--- src/rtl/nibble_serial_addsub.sv ---
// Wide add/subtract built from one 4-bit ripple-carry adder, one nibble per cycle.
// Carry is registered between nibbles; valid/ready handshakes on both sides.

module rca (
    input  logic [3:0] x,
    input  logic [3:0] y,
    input  logic       c_in,
    output logic [3:0] sum,
    output logic       c_out
);
    logic [4:0] c;

    always_comb begin
        c[0] = c_in;
        sum  = '0;
        for (int i = 0; i < 4; i++) begin
            sum[i]   = x[i] ^ y[i] ^ c[i];
            c[i + 1] = (x[i] & y[i]) | (c[i] & (x[i] ^ y[i]));
        end
        c_out = c[4];
    end
endmodule

module nibble_serial_addsub #(
    parameter int unsigned NIBBLES = 4
) (
    input  logic                 clk,
    input  logic                 rst,
    input  logic                 in_valid,
    output logic                 in_ready,
    input  logic [4*NIBBLES-1:0] a,
    input  logic [4*NIBBLES-1:0] b,
    input  logic                 sub,
    output logic                 out_valid,
    input  logic                 out_ready,
    output logic [4*NIBBLES-1:0] result,
    output logic                 c_out,
    output logic                 ovf
);
    localparam int unsigned W    = 4 * NIBBLES;
    localparam int unsigned IdxW = (NIBBLES > 1) ? $clog2(NIBBLES) : 1;
    localparam logic [IdxW-1:0] LastIdx = IdxW'(NIBBLES - 1);

    typedef enum logic [1:0] {StIdle, StRun, StDone} state_e;

    state_e          state_q;
    logic [IdxW-1:0] idx_q;
    logic            carry_q;
    logic [W-1:0]    a_q, b_q, acc_q;
    logic [W-1:0]    result_q;
    logic            c_out_q, ovf_q;

    logic [3:0]      nib_a, nib_b, nib_sum;
    logic            nib_c_out;
    logic [W-1:0]    full_sum;

    always_comb begin
        nib_a = a_q[4*idx_q +: 4];
        nib_b = b_q[4*idx_q +: 4];
    end

    rca u_rca (
        .x     (nib_a),
        .y     (nib_b),
        .c_in  (carry_q),
        .sum   (nib_sum),
        .c_out (nib_c_out)
    );

    // Accumulator with the current nibble merged in; on the last nibble this is the result.
    always_comb begin
        full_sum = acc_q;
        full_sum[4*idx_q +: 4] = nib_sum;
    end

    always_ff @(posedge clk) begin
        if (rst) begin
            state_q  <= StIdle;
            idx_q    <= '0;
            carry_q  <= 1'b0;
            a_q      <= '0;
            b_q      <= '0;
            acc_q    <= '0;
            result_q <= '0;
            c_out_q  <= 1'b0;
            ovf_q    <= 1'b0;
        end else begin
            unique case (state_q)
                StIdle: begin
                    if (in_valid) begin
                        a_q     <= a;
                        b_q     <= b ^ {W{sub}};
                        carry_q <= sub;
                        idx_q   <= '0;
                        state_q <= StRun;
                    end
                end
                StRun: begin
                    acc_q   <= full_sum;
                    carry_q <= nib_c_out;
                    if (idx_q == LastIdx) begin
                        result_q <= full_sum;
                        c_out_q  <= nib_c_out;
                        ovf_q    <= (a_q[W-1] == b_q[W-1]) && (nib_sum[3] != a_q[W-1]);
                        idx_q    <= '0;
                        state_q  <= StDone;
                    end else begin
                        idx_q <= idx_q + IdxW'(1);
                    end
                end
                StDone: begin
                    if (out_ready) state_q <= StIdle;
                end
                default: state_q <= StIdle;
            endcase
        end
    end

    assign in_ready  = (state_q == StIdle) && !rst;
    assign out_valid = (state_q == StDone);
    assign result    = result_q;
    assign c_out     = c_out_q;
    assign ovf       = ovf_q;
endmodule

--- config.mk ---
export PLATFORM = sky130hd
export DESIGN_NAME = nibble_serial_addsub
export DESIGN_NICKNAME = d
export VERILOG_FILES = /design/src/rtl/nibble_serial_addsub.sv
export SDC_FILE = /design/constraint.sdc
export NUM_CORES = 1
export LEC_CHECK = 0
export CORE_ASPECT_RATIO = 0.6
export CORE_MARGIN = 2
export CORE_UTILIZATION = 53
export DETAILED_ROUTE_END_ITERATION = 7
export PLACE_DENSITY = 0.83
export SLEW_MARGIN = 30
export SYNTH_ARGS = -nofsm -noshare
export SYNTH_HDL_FRONTEND = slang
export SYNTH_SLANG_ARGS = --single-unit
export TNS_END_PERCENT = 30
--- constraint.sdc ---
create_clock -name clk -period 3.6 [get_ports clk]
set_input_delay 0.9 -clock clk [delete_from_list [all_inputs] [get_ports clk]]
set_output_delay 0.9 -clock clk [all_outputs]
set_load 0.02 [all_outputs]
Yosys cells after proc, flatten, opt, wreduce, memory -nomap -nowiden
Cells that the tools add are included.
{"block": "totals", "regBits": 71, "latchBits": 0, "mem_bits_rw": 0, "rom_bits": 0, "wordCells": 63, "mem_count": 0}
{"block": "classes", "n_addsub": 2, "n_mul": 0, "div": 0, "order_cmp": 0, "eq_ne": 8, "shift": 4, "mux": 10, "bitwise": 21, "reduce_logical": 9}
{"cell": "4-bit negation with 34-bit output", "count": 1}
{"cell": "4-bit by 34-bit variable shift with 16-bit output (first input constant)", "count": 1}
{"cell": "4-bit by 34-bit indexed part select with 16-bit output", "count": 1}
{"cell": "16-bit by 5-bit indexed part select with 4-bit output", "count": 2}
{"cell": "16-bit bitwise mux", "count": 1}
{"cell": "16-bit bitwise XOR", "count": 1}
{"cell": "2-bit 2-to-1 mux", "count": 5}
{"cell": "1-bit bitwise AND", "count": 8}
{"cell": "1-bit bitwise XOR", "count": 8}
{"cell": "2-bit case mux with 3 select lines", "count": 1}
{"cell": "2-bit AND reduction", "count": 3}
{"cell": "2-bit == test (second input constant)", "count": 2}
{"cell": "2-bit inequality test (second input constant)", "count": 2}
{"cell": "1-bit OR", "count": 4}
{"cell": "2-bit case mux with 2 select lines", "count": 1}
{"cell": "3-bit AND reduction", "count": 1}
{"cell": "2-bit by 1-bit adder with 2-bit output (second input constant)", "count": 1}
{"cell": "2-bit by 1-bit == test with 1-bit output (second input constant)", "count": 1}
{"cell": "1-bit logical AND", "count": 2}
{"cell": "2-bit logical NOT", "count": 1}
{"cell": "2-bit by 1-bit inequality test with 1-bit output (second input constant)", "count": 1}
{"cell": "1-bit case mux with 2 select lines", "count": 1}
{"cell": "2-bit nonzero test", "count": 1}
{"cell": "1-bit == test", "count": 1}
{"cell": "3 further kinds", "count": 3}

Logic depth before layout (Yosys ltp)
{"block": "logic_depth", "word_depth": 11, "ltp_mapped": 13, "mapped_depth_nobuf": 12}

Modules after synthesis
From an unflattened synthesis, not the netlist that was laid out.
{"block": "unflattened", "cells_unflattened": 363, "area_unflattened_um2": 3372.0}
{"module": "nibble_serial_addsub", "instances": 1, "cells_each": 349, "area_per_inst_um2": 3254.4}
{"module": "rca", "instances": 1, "cells_each": 14, "area_per_inst_um2": 117.6}

Worst setup path before layout
Ideal clock, no wire load.
{"block": "synth_path", "kind": "register -> register", "start": "register idx_q[0]", "end": "register result_q[15] (netlist: result[15])", "arrival_time_ns": 3.082, "t_required_ns": 3.465, "path_slack_ns": 0.383, "stages_incl_launch_ff": 14, "n_path_buf": 1, "cell_sequence": "dfxtp_1 > buf_4 > mux4_2 > inv_1 > fa_1 > inv_1 > fa_1 > inv_1 > fa_1 > inv_1 > fa_1 > and2b_1 > a221oi_2 > nor3_2"}
{"block": "synth_via", "elab_chain_len": 11, "word_cells_on_any_way": 25}
{"item": "from (decl)", "line": "47", "rtl": "logic [IdxW-1:0] idx_q;"}
{"item": "from (signal assigned)", "line": "108", "rtl": "idx_q <= idx_q + IdxW'(1);"}
{"item": "16-bit by 5-bit indexed part select with 4-bit output, on equally long branches", "line": "58, 59"}
{"item": "1-bit bitwise XOR", "line": "17, 18"}
{"item": "1-bit bitwise AND", "line": "18", "rtl": "c[i + 1] = (x[i] & y[i]) | (c[i] & (x[i] ^ y[i]));"}
{"item": "1-bit OR", "line": "18"}
{"item": "1-bit bitwise AND", "line": "18"}
{"item": "1-bit OR", "line": "18"}
{"item": "1-bit bitwise AND", "line": "18"}
{"item": "1-bit OR", "line": "18"}
{"item": "1-bit bitwise XOR", "line": "17", "rtl": "sum[i] = x[i] ^ y[i] ^ c[i];"}
{"item": "4-bit by 34-bit indexed part select with 16-bit output", "line": "73", "rtl": "full_sum[4*idx_q +: 4] = nib_sum;"}
{"item": "16-bit bitwise mux", "line": "73"}
{"item": "to (signal assigned)", "line": "102", "rtl": "result_q <= full_sum;"}
{"item": "to (decl)", "line": "50", "rtl": "logic [W-1:0] result_q;"}
Several ways; a longest one is shown, not always the timed one.
A chain may end at the register's enable or synchronous reset.

Final worst setup path
Same ends and word-level chain as after synthesis.

==> key figures <==
Outcome
  – Status: complete, no violations

Clock network
  – CTS sink count: 71
  – CTS H-tree lvls: 3
  – Root Driver: clkbuf_8
  – Clk slew on worst S/H paths: 0.07 ns
  – Clock tree buffer depth: 2
  – TritonCTS clock tree: built
  – Skew-Pair Late Insertion Delay: 0.36 ns
  – Number of gates resized after cts: 0
  – CTS buffer count: 9
  – Post-CTS Setup Inserts: 0
  – CTS Hold Buffers Added: 0

Logic synthesis
  – Synthesized Nets: 401
  – Top FF cell, synth: dfxtp_1
  – Count leader, synth: dfxtp_1
  – Syn Inst Count: 354
  – Avg Synthesized Cell Area: 9.61 um^2
  – Top cells by count, synth: dfxtp_1 (71), nor2_1 (48), nand2_1 (35)
  – Mapped Area: 3400 um^2
  – Synth top area cells: dfxtp_1 (42%), mux4_2 (5.3%), nor2_1 (5.3%)
  – Synth warnings: 0
  – Register area share after synthesis: 41.8%
  – Asr flop ratio synth: 0%
  – Post-synth EDFFs: 0
  – Synth unique cells: 38
  – Synth top area share: 41.8%
  – Synth area leader: dfxtp_1
  – Post-synthesis register bit count: 71

Global routing
  – Largest net degree at the start of global routing: 72
  – Total gr overflow: 0
  – First-pass GRT wire length: 12.9 mm
  – Antenna violations before repair: 0
  – Global-route usage over all layers: 24.1%
  – Vias in the first global route: 2542

Die
  – I/O pin total: 57
  – Core area: 6170 um^2
  – Initial Util: 55.2%
  – Die width: 107 um
  – Vert. Die Dim: 66.0 um
  – Die area: 7090 um^2
  – # rows: 22

STA
  – Fin. Hold Viols: 0
  – Final setup margin: 0.265 ns
  – # setup viols final: 0
  – Max Transition Viols Final: 0
  – Max Clk Rate: 300 MHz
  – TNS Setup: 0 ns
  – Max_slew headroom: 41.5%
  – Post-layout min period: 3.33 ns
  – Final Cycle Share: 92.6%
  – Worst-Margin Slew: 0.875 ns
  – RSZ-0062 raised after global routing: no
  – Skew final: 0.00669 ns

Place
  – I/O Buffers: 56
  – Placed Instances: 469
  – Placed Area: 3920 um^2
  – Gpl congestion: 0.876
  – Final HPWL DP: 5.25 mm
  – Pre-CTS WS: 0.313 ns

Final layout
  – NumNets Final: 443
  – Number of diodes: 0
  – Non-Filler Instances: 485
  – Finished Cell Area: 4180 um^2
  – Share of layout cells above drive strength 1: 14.2%
  – Synth-to-Final Area Change: 22.9%

Worst setup path
  – CP endpoint kind: flip-flop
  – CP peak stage delay: 0.55 ns
  – Worst-path fanout max: 6
  – Worst setup SP type: flip-flop
  – WP data arrival: 3.55 ns
  – CP Class: reg2reg
  – Crit-path cells: mux4_2 > inv_1 > fa_1 > inv_1 > fa_1 > inv_1 > fa_1 > inv_1 > fa_1 > and2b_1 > a221oi_2 > nor3_2
  – Critical path required time: 3.81 ns
  – CP max stage cell: mux4_2
  – Reg-to-reg slack, setup: 0.27 ns

Power
  – Total power: 1.93 mW
  – Power per cell area: 462 nW/um^2
  – Maximum vdd drop: 0.318 mV
  – Lkg Pwr: 1.57 nW

Detailed routing
  – Vias per inst: 5.76
  – Antenna Violating Nets Remaining: 0
  – Total wire length: 7.76 mm
  – # DRC: 0
  – DR iter-0 viols: 268
  – Overall via count from detail_route: 2795
  – DR WL/cell: 16.0 um
  – Pre-antenna DRT Iters: 5

Flow run
  – # Max-Cap Violations: 0

Hold path
  – HP Class: reg2reg
sequential cells by signal, indices dropped and copies added, names as in the netlist:
name     flops
state_q      2
result      16
ovf          1
c_out        1
acc_q       16
a_q         16
b_q         16
idx_q        2
carry_q      1
per-layer routing:
metal	vias to the layer above	GRT usage, %	routed length, um
met5	-	0	0
met4	0	5.45	79
met3	10	9.66	863
met2	131	34.5	3130
met1	1324	34.2	3690
li1	1330	-	-
power breakdown:
group	switching, mW	internal [mW]	leakage [nW]	total, mW
combinational	0.138	0.117	0.866	0.254
clock	0.301	0.529	0.126	0.830
sequential	0.0275	0.819	0.579	0.847
total	0.466	1.47	1.57	1.93
worst max-delay path: cells and delay by family (launching register included):
kind	cells	cell delay, ns
buffers and inverters	4	0.28
muxes	1	0.55
adders and majority gates	4	1.19
and+or+nand+nor	2	0.35
DFF	1	0.53
AOI/OAI and AO/OA	1	0.29
metrics by stage:
stage / util [%] / hold WS, ns
2_1_floorplan: - / 0.433
3_3_place_gp: 63.6 / 0.444
3_5_place_dp: 63.6 / 0.449
4_1_cts: 67.8 / 0.460
5_1_grt: 67.8 / 0.488
6_report: 67.8 / 0.460
final cells by class:
class	instances	area (um^2)
Clock buffer	10	128
Clock inverter	6	133
Fill cell	492	1990
Inverter	16	60.1
Multi-Input combinational cell	237	1740
Sequential cell	71	1420
Tap cell	84	105
Timing Repair Buffer	61	593
layout by cell type, fill, tap and decap left out, drive strengths merged, types with 6 or more instances in the layout:
cell | netlist | layout
a211oi | 17 | 17
a21oi | 23 | 23
a221oi | 16 | 16
a32oi | 16 | 16
buf | 22 | 6
clkbuf | 8 | 10
clkdlybuf4s50 | 0 | 55
dfxtp | 71 | 71
ha | 6 | 6
inv | 16 | 16
mux4 | 8 | 8
nand2 | 35 | 35
nand3b | 6 | 6
nor2 | 55 | 55
nor3 | 17 | 17
xnor2 | 16 | 16
logic make-up after synthesis:
group           Yosys count  share of synthesized area [%]
compound gates           75                           17.6
xor+xnor                 16                           4.12
fa+ha+maj                10                           4.56
buf+inv                  46                           7.21
flops                    71                           41.8
mux                       8                           5.30
simple gates            128                           19.4
path summary, 6_finish.rpt:
kind                               start    endpoint  depth (start not counted)
worst max-delay path            idx_q[0]  result[15]                         12
worst min-delay path              a_q[6]      a_q[6]                          2
worst max register to register  idx_q[0]  result[15]                         12
worst min register to register    a_q[6]      a_q[6]                          2
No activity file was read; power rests on OpenSTA's default activity.
